File: config.mk
export PLATFORM = sky130hd
export DESIGN_NAME = alarm_scheduler
export DESIGN_NICKNAME = d
export VERILOG_FILES = /design/src/rtl/z_1_rtc_pkg.sv /design/src/rtl/alarm_slot.sv /design/src/rtl/alarm_scheduler.sv
export SDC_FILE = /design/constraint.sdc
export NUM_CORES = 2
export LEC_CHECK = 0
export BUFFER_PORTS_ARGS = -buffer_cell sky130_fd_sc_hd__buf_2
export CAP_MARGIN = 5
export CORE_MARGIN = 2
export CORE_UTILIZATION = 25
export CTS_BUF_LIST = sky130_fd_sc_hd__clkbuf_4 sky130_fd_sc_hd__clkbuf_8
export CTS_CLUSTER_SIZE = 40
export DETAILED_ROUTE_END_ITERATION = 8
export PLACE_DENSITY = 0.43
export SYNTH_ARGS = -nofsm -noshare
export SYNTH_HDL_FRONTEND = slang
export SYNTH_SLANG_ARGS = --single-unit
export TNS_END_PERCENT = 100
File: constraint.sdc
create_clock -name clk -period 8.5 [get_ports clk]
set_input_delay 0.425 -clock clk [delete_from_list [all_inputs] [get_ports clk]]
set_output_delay 0.425 -clock clk [all_outputs]
set_load 0.02 [all_outputs]
File: src/rtl/z_1_rtc_pkg.sv
// Shared RTC definitions: scheduler FSM states,
// default widths and the one-shot period code.
package z_1_rtc_pkg;

    localparam int TIME_W_DEF   = 64;
    localparam int PERIOD_W_DEF = 32;

    typedef logic [1:0] state_t;

    localparam state_t ST_IDLE = 2'd0;
    localparam state_t ST_WAIT = 2'd1;
    localparam state_t ST_SCAN = 2'd2;

    localparam int unsigned PERIOD_ONESHOT = 0;

endpackage

File: src/rtl/alarm_slot.sv
// One alarm slot: target, reload period and armed flag.
// A fire strobe reloads a periodic slot or disarms a one-shot.
module alarm_slot
    import z_1_rtc_pkg::*;
#(
    parameter int TIME_W   = TIME_W_DEF,
    parameter int PERIOD_W = PERIOD_W_DEF
) (
    input  logic                clk,
    input  logic                rst,
    input  logic                wr_en,
    input  logic [TIME_W-1:0]   wr_target,
    input  logic [PERIOD_W-1:0] wr_period,
    input  logic                wr_arm,
    input  logic                fire,
    output logic [TIME_W-1:0]   target,
    output logic [PERIOD_W-1:0] period,
    output logic                armed
);

    logic oneshot;

    assign oneshot = (period == PERIOD_W'(PERIOD_ONESHOT));

    // Slot state: writes win over a same-cycle fire.
    always_ff @(posedge clk) begin
        if (rst) begin
            target <= '0;
            period <= '0;
            armed  <= 1'b0;
        end else if (wr_en) begin
            target <= wr_target;
            period <= wr_period;
            armed  <= wr_arm;
        end else if (fire) begin
            if (oneshot)
                armed <= 1'b0;
            else
                target <= target + TIME_W'(period);
        end
    end

endmodule

File: src/rtl/alarm_scheduler.sv
// Multi-slot alarm scheduler with one time-shared comparator.
// Define ALARM_CATCHUP_EN to fire past-due alarms (>= match).
module alarm_scheduler
    import z_1_rtc_pkg::*;
#(
    parameter int NUM_ALARMS = 4,
    parameter int SLOT_W     = 2,
    parameter int TIME_W     = TIME_W_DEF,
    parameter int PERIOD_W   = PERIOD_W_DEF
) (
    input  logic                  clk,
    input  logic                  rst,
    input  logic                  one_hz,
    input  logic [TIME_W-1:0]     epoch_time,
    input  logic                  wr_en,
    input  logic [SLOT_W-1:0]     wr_slot,
    input  logic [TIME_W-1:0]     wr_target,
    input  logic [PERIOD_W-1:0]   wr_period,
    input  logic                  wr_arm,
    input  logic                  clr_en,
    input  logic [NUM_ALARMS-1:0] clr_mask,
    input  logic [NUM_ALARMS-1:0] irq_mask,
    output logic [NUM_ALARMS-1:0] pending,
    output logic [NUM_ALARMS-1:0] armed,
    output logic                  busy,
    output logic                  irq
);

    state_t              state;
    logic [SLOT_W-1:0]   idx;
    logic                tick_lat;
    logic                last_slot;
    logic                time_hit;
    logic                scan_hit;
    logic [TIME_W-1:0]   cur_target;
    logic [NUM_ALARMS-1:0] fire;

    logic [TIME_W-1:0]   slot_target [NUM_ALARMS];
    logic [PERIOD_W-1:0] slot_period [NUM_ALARMS];

    for (genvar i = 0; i < NUM_ALARMS; i++) begin : g_slot
        alarm_slot #(
            .TIME_W  (TIME_W),
            .PERIOD_W(PERIOD_W)
        ) u_slot (
            .clk      (clk),
            .rst      (rst),
            .wr_en    (wr_en && (wr_slot == SLOT_W'(i))),
            .wr_target(wr_target),
            .wr_period(wr_period),
            .wr_arm   (wr_arm),
            .fire     (fire[i]),
            .target   (slot_target[i]),
            .period   (slot_period[i]),
            .armed    (armed[i])
        );
    end

    assign cur_target = slot_target[idx];
    assign last_slot  = (idx == SLOT_W'(NUM_ALARMS - 1));

`ifdef ALARM_CATCHUP_EN
    assign time_hit = (epoch_time >= cur_target);
`else
    assign time_hit = (epoch_time == cur_target);
`endif

    assign scan_hit = (state == ST_SCAN) && armed[idx] && time_hit;

    // Route the hit to the scanned slot unless a write overrides it.
    always_comb begin
        fire = '0;
        for (int i = 0; i < NUM_ALARMS; i++) begin
            fire[i] = scan_hit && (idx == SLOT_W'(i))
                    && !(wr_en && (wr_slot == SLOT_W'(i)));
        end
    end

    // Scan FSM: IDLE -> WAIT -> SCAN over all slots, rescan on latched tick.
    always_ff @(posedge clk) begin
        if (rst) begin
            state    <= ST_IDLE;
            idx      <= '0;
            tick_lat <= 1'b0;
        end else begin
            case (state)
                ST_IDLE: begin
                    if (one_hz)
                        state <= ST_WAIT;
                end
                ST_WAIT: begin
                    state <= ST_SCAN;
                    idx   <= '0;
                    if (one_hz)
                        tick_lat <= 1'b1;
                end
                ST_SCAN: begin
                    if (last_slot) begin
                        idx <= '0;
                        if (tick_lat || one_hz) begin
                            state    <= ST_WAIT;
                            tick_lat <= 1'b0;
                        end else begin
                            state <= ST_IDLE;
                        end
                    end else begin
                        idx <= idx + 1'b1;
                        if (one_hz)
                            tick_lat <= 1'b1;
                    end
                end
                default: state <= ST_IDLE;
            endcase
        end
    end

    // Pending flags: a new match outranks a same-cycle clear.
    always_ff @(posedge clk) begin
        if (rst)
            pending <= '0;
        else
            pending <= (pending & ~(clr_en ? clr_mask : '0)) | fire;
    end

    assign busy = (state != ST_IDLE);
    assign irq  = |(pending & irq_mask);

endmodule

* After elaboration in Yosys (flattened, before gate mapping) *
Index checks and enable logic that the tools add are counted.

storage, ports and cells
  flip-flop bits (word level) = 397
  output and inout port bits = 10
  logic and storage cells = 131

cells by class
  $lt $le $gt $ge = 2
  reduce and logical (&&, ||, !) cells = 47
  equal/unequal tests = 16
  multiplexer cells = 40
  bitwise operators = 5
  $add $sub $neg = 5

operator list
  kind                  number
  $mux W64              14
  $add A64 B32 Y64      4
  $bmux W64 S2          1
  $logic_not A32 Y1     4
  $eq A64 B64 Y1        1
  $reduce_and A2 Y1     10
  $reduce_bool A2 Y1    10
  $mux W1               17
  $logic_and A1 B1 Y1   14
  $eq A2 B2 Y1 const B  5
  $and A4 B4 Y4         2
  $ne A2 B1 Y1 const B  4
  $eq A2 B1 Y1 const B  3
  $logic_not A2 Y1      3
  $mux W2               3
  $pmux W2 S3           1
  $logic_not A1 Y1      4
  $mux W4               1
  $ne A2 B2 Y1 const B  2
  $not A4 Y4            1
  $or A4 B4 Y4          1
  $pmux W2 S2           1
  $reduce_or A4 Y1      1
  $ge A3 B3 Y1 const B  1
  7 further kinds       7

* Depth between registers and ports, before layout *
  depth after elaboration = 10
  gate-level depth with buffers = 16
  gate-level depth less buffers = 12

* By module *
Synthesis repeated with hierarchy kept, for this count alone.

unflattened totals
  cells, all modules = 3532
  area total of the unflattened synthesis = 29112.9 um^2

by module, submodules not included
  module                             area an instance (um^2)  cells each  times used
  alarm_slot (g_slot[2].u_slot ...)  6463.7                   810         2
  alarm_slot (g_slot[0].u_slot ...)  6458.7                   787         2
  alarm_scheduler                    3268.1                   338         1

* Least setup slack after synthesis *
Ideal clock, no wire load.

  kind = reg2reg
  start point = register idx[0]
  end point = register g_slot[3].u_slot.target[61]
  stages on the path, launching flop included = 14
  required time = 8.374 ns
  arrival time = 3.349 ns
  clock period less this slack = 3.475 ns
  path slack = 5.025 ns
  cell sequence = dfxtp_1 > buf_6 > buf_6 > buf_6 > mux4_2 > xor2_1 > nor4_4 > nand4_4 > and4bb_2 > buf_6 > nand3_4 > or4_1 > o211ai_1 > nand3_1

on the way
  cells in the longest elaborated chain, start to end = 10
  elaborated cells between the ends (all ways) = 14

ends and longest elaborated chain
  element                                      RTL line                RTL
  start: declaration                           alarm_scheduler.sv:30   logic [SLOT_W-1:0] idx;
  start signal: assignment                     alarm_scheduler.sv:107  idx <= idx + 1'b1;
  $not A2 Y3 (implied by the code)             alarm_scheduler.sv:59   assign cur_target = slot_target[idx];
  $bmux W64 S2                                 alarm_scheduler.sv:59
  $mux W64 (implied by the code) (2 in a row)  alarm_scheduler.sv:59
  $eq A64 B64 Y1                               alarm_scheduler.sv:65   assign time_hit = (epoch_time == cur_target);
  $logic_and A1 B1 Y1                          alarm_scheduler.sv:68   assign scan_hit = (state == ST_SCAN) && armed[idx] && time_hit;
  $logic_and A1 B1 Y1 *                        alarm_scheduler.sv:74   fire[i] = scan_hit && (idx == SLOT_W'(i))
  $logic_and A1 B1 Y1 *                        alarm_scheduler.sv:75   && !(wr_en && (wr_slot == SLOT_W'(i)));
  $reduce_bool A2 Y1 (no line) *               -
  $reduce_and A2 Y1 (no line) *                -
  end signal: assignment                       alarm_slot.sv:32        target <= wr_target;
  end signal: assignment                       alarm_slot.sv:39        target <= target + TIME_W'(period);
  end: declaration                             alarm_slot.sv:16        output logic [TIME_W-1:0] target,

Every way passes the cells marked *; elsewhere a longest branch is shown, timed or not. The select of a mux whose other input is x is not followed.
A chain may end at the register's enable or synchronous reset.

* Worst setup path in the final report *
  start point = register idx[1]
  end point = register g_slot[2].u_slot.target[62]

on the way
  cells in the longest elaborated chain, start to end = 10
  elaborated cells between the ends (all ways) = 14

ends and longest elaborated chain
  element                                      RTL line
  $not A2 Y3 (implied by the code)             alarm_scheduler.sv:59
  $bmux W64 S2                                 alarm_scheduler.sv:59
  $mux W64 (implied by the code) (2 in a row)  alarm_scheduler.sv:59
  $eq A64 B64 Y1                               alarm_scheduler.sv:65
  $logic_and A1 B1 Y1                          alarm_scheduler.sv:68
  $logic_and A1 B1 Y1 *                        alarm_scheduler.sv:74
  $logic_and A1 B1 Y1 *                        alarm_scheduler.sv:75
  $reduce_bool A2 Y1 (no line) *               -
  $reduce_and A2 Y1 (no line) *                -
  end signal: assignment                       alarm_slot.sv:32
  end signal: assignment                       alarm_slot.sv:39
  end: declaration                             alarm_slot.sv:16

Marks and branches as above.

==> run summary <==
row count: 121
Slew HR: 0.1696
share of cells above drive strength 1: 0.1382
sequential share of power: 0.408
filler cell count: 11.85k
final setup fails: 0
GPL Wtd Cong: 0.9930
hold_sp: clr_en
post-synth top area cell: dfxtp_1
post-synthesis average cell area: 7.893 µm²
First DRT Iteration DRCs: 2901
root buffer cell: clkbuf_8
most frequent cell after synthesis: nand2_1
clk buf depth: 3
max-cap violations: 0
Reg-to-Reg Start: idx[1]
share of the synthesized area in the top cell type: 0.2918
skew final: 0.05504 ns
DR WL/cell: 27.54 µm
Synth Instances: 3451
synthesis-to-layout area growth: 15.45%
WHS: 0.04889 ns
worst min-delay path class: input pin to flip-flop
Sw Share: 0.3238
number of nets in the layout: 3891
initial antenna violation count: 19
Clk pwr share: 0.438
Finished Core Util: 0.2901
Worst-Skew Late Latency: 0.74 ns
Chip Width: 334.1 µm
CTS tree: done
total number of vias: 27.98k
DRC: 0
Arr. time, crit path: 6.41 ns
synth cell count leaders: nand2_1 (509), a21oi_1 (447), dfxtp_1 (397)
die height: 334.1 µm
Antenna Violating Nets Remaining: 0
CTS sink count: 397
post-CTS setup buffers: 0
Critical path origin: idx[1]
Tcrit/Tclk final: 0.6806
Setup WS post-layout: 2.715 ns
CP Class: flip-flop to flip-flop
switching power: 1647 µW
htree depth: 3
top_reg_cell synth: dfxtp_1
pwr/cell area: 161.7 mW/mm²
largest net degree at the start of global routing: 85
Starting Density: 0.2513
Async SR Flop Fraction: 0
synth top area cells: dfxtp_1 (29%), a21oi_1 (8.2%), nand2_1 (7.0%)
number of synthesized flops with an enable pin: 0
RSZ-0062 raised after global routing: no
Initial DRT Pass Iterations: 6
number of global-route vias before repair: 26.18k
Place WS: 2.786 ns
Cell Area, Placed: 0.02934 mm²
outcome: completed
Post-DP HPWL: 106400 µm
first-pass GRT wire length: 197400 µm
All-Layer GR Usage: 0.2428
Worst-Margin Slew: 1.240 ns
critical path fanouts, max: 40
Syn. warnings: 0
Hold Vio Cnt, Final: 0
Post-CTS Resized: 0
number of buffers inserted by hold repair at cts: 36
syn_nets: 3767
CTS buffer count: 81
Synth cell types: 94
Ports: 186
internal power: 3439 µW
min Tclk post-route: 5.785 ns
Clock transition at path regs: 0.06 ns
Setup crit end kind: flip-flop
mapped cell area: 0.02724 mm²
routed wire length: 139400 µm
Comb pwr share: 0.154
post-synthesis sequential area ratio: 0.2918
Fmax: 172.9 MHz
core area: 0.1084 mm²
post-synthesis register bit count: 397
die area: 0.1116 mm²
fin. max-slew vios: 0
Startpoint Class: flip-flop
IO Port Bufs: 185
P_leak: 0.01140 µW
Avg Vias per Cell: 5.529
TNS Setup: 0 ns
VDD IR-drop max: 92.51 µV
Crit path required time: 9.13 ns
post-route cell area: 0.03145 mm²
GR Overflow Total: 0
==> layout by cell type, fill, tap and decap left out, types with 56 or more instances in the layout <==
cell | synthesis | routed
nor3_1 | 81 | 81
a21oi_1 | 447 | 447
inv_1 | 74 | 73
clkbuf_8 | 0 | 99
mux2i_1 | 61 | 61
xor2_1 | 85 | 85
nor2_1 | 204 | 201
a211oi_1 | 69 | 69
dfxtp_1 | 397 | 395
nand3_1 | 70 | 69
o21ai_0 | 205 | 205
xnor2_1 | 156 | 156
a22oi_1 | 63 | 63
a21o_1 | 56 | 56
buf_2 | 22 | 184
ha_1 | 136 | 136
nand2_1 | 509 | 509
nand4_1 | 62 | 62
==> sequential cells by signal, indices dropped and copies added, names as in the netlist <==
| register | flops |
|---|---|
| g_slot.u_slot.armed | 4 |
| pending | 4 |
| state | 2 |
| tick_lat | 1 |
| idx | 2 |
| g_slot.u_slot.target | 256 |
| g_slot.u_slot.period | 128 |
==> per-stage QoR <==
step,power [µW],std cells
6_report,5086,5061
5_1_grt,5264,5054
4_1_cts,5113,5053
3_5_place_dp,2861,4870
3_3_place_gp,2866,4870
2_1_floorplan,2501,3451
==> final cells by class <==
class / count / area, µm² / area share
multi-input cells: 2764 / 18130 / 0.5765
flip-flops and latches: 397 / 7955 / 0.2530
well taps: 1414 / 1769 / 0.05626
repair buffers: 256 / 1559 / 0.04957
clock buffers: 122 / 1535 / 0.04882
inverters: 75 / 282.8 / 0.008991
clock inverters: 25 / 196.4 / 0.006246
diodes: 8 / 20.02 / 0.0006366
==> path summary, 6_finish.rpt <==
kind | end | slack [ns] | cells past startpoint
setup / recovery | g_slot[2].u_slot.target[62] | 2.71 | 11
hold / removal | pending[1] | 0.05 | 4
setup reg to reg | g_slot[2].u_slot.target[62] | 2.71 | 11
hold reg to reg | g_slot[3].u_slot.target[18] | 0.48 | 2
==> power groups by stage <==
| stage | clock network [µW] | logic, µW | registers [µW] |
|---|---|---|---|
| 3_5_place_dp | 0 | 751 | 2110 |
| 5_1_grt | 2350 | 833 | 2080 |
| 4_1_cts | 2270 | 769 | 2070 |
| 6_report | 2230 | 782 | 2070 |
| 3_3_place_gp | 0 | 755 | 2110 |
| 2_1_floorplan | 0 | 461 | 2040 |
==> routing by layer <==
layer | up-vias | part of all wire | wire, µm | global-route usage
li1 | 12932 | - | - | -
met1 | 13671 | 0.46 | 64610 | 0.3490
met2 | 1164 | 0.42 | 58310 | 0.3582
met3 | 199 | 0.086 | 12000 | 0.05265
met4 | 18 | 0.031 | 4308 | 0.07562
met5 | - | 0.00088 | 122 | 0
==> worst max-delay path: stages, from the launching register on <==
cell,delay [ns]
dfxtp_4,0.86
buf_4,0.69
mux4_2,0.44
xnor2_1,0.52
nand4_1,0.20
a2111oi_2,0.40
nand4_4,0.25
and4bb_2,0.61
and3_2,0.51
nand4b_1,0.48
or4_1,0.56
a31oi_1,0.16
==> kinds of logic after synthesis <==
logic type      count (synthesis)  share of synthesized area
buf+inv                       290                    0.04442
flops                         397                     0.2918
xor+xnor                      241                    0.07749
mux                           118                    0.06541
simple gates                 1177                     0.2105
fa+ha+maj                     140                    0.06541
compound gates               1088                     0.2450
Power figures use the tool's default switching activity.
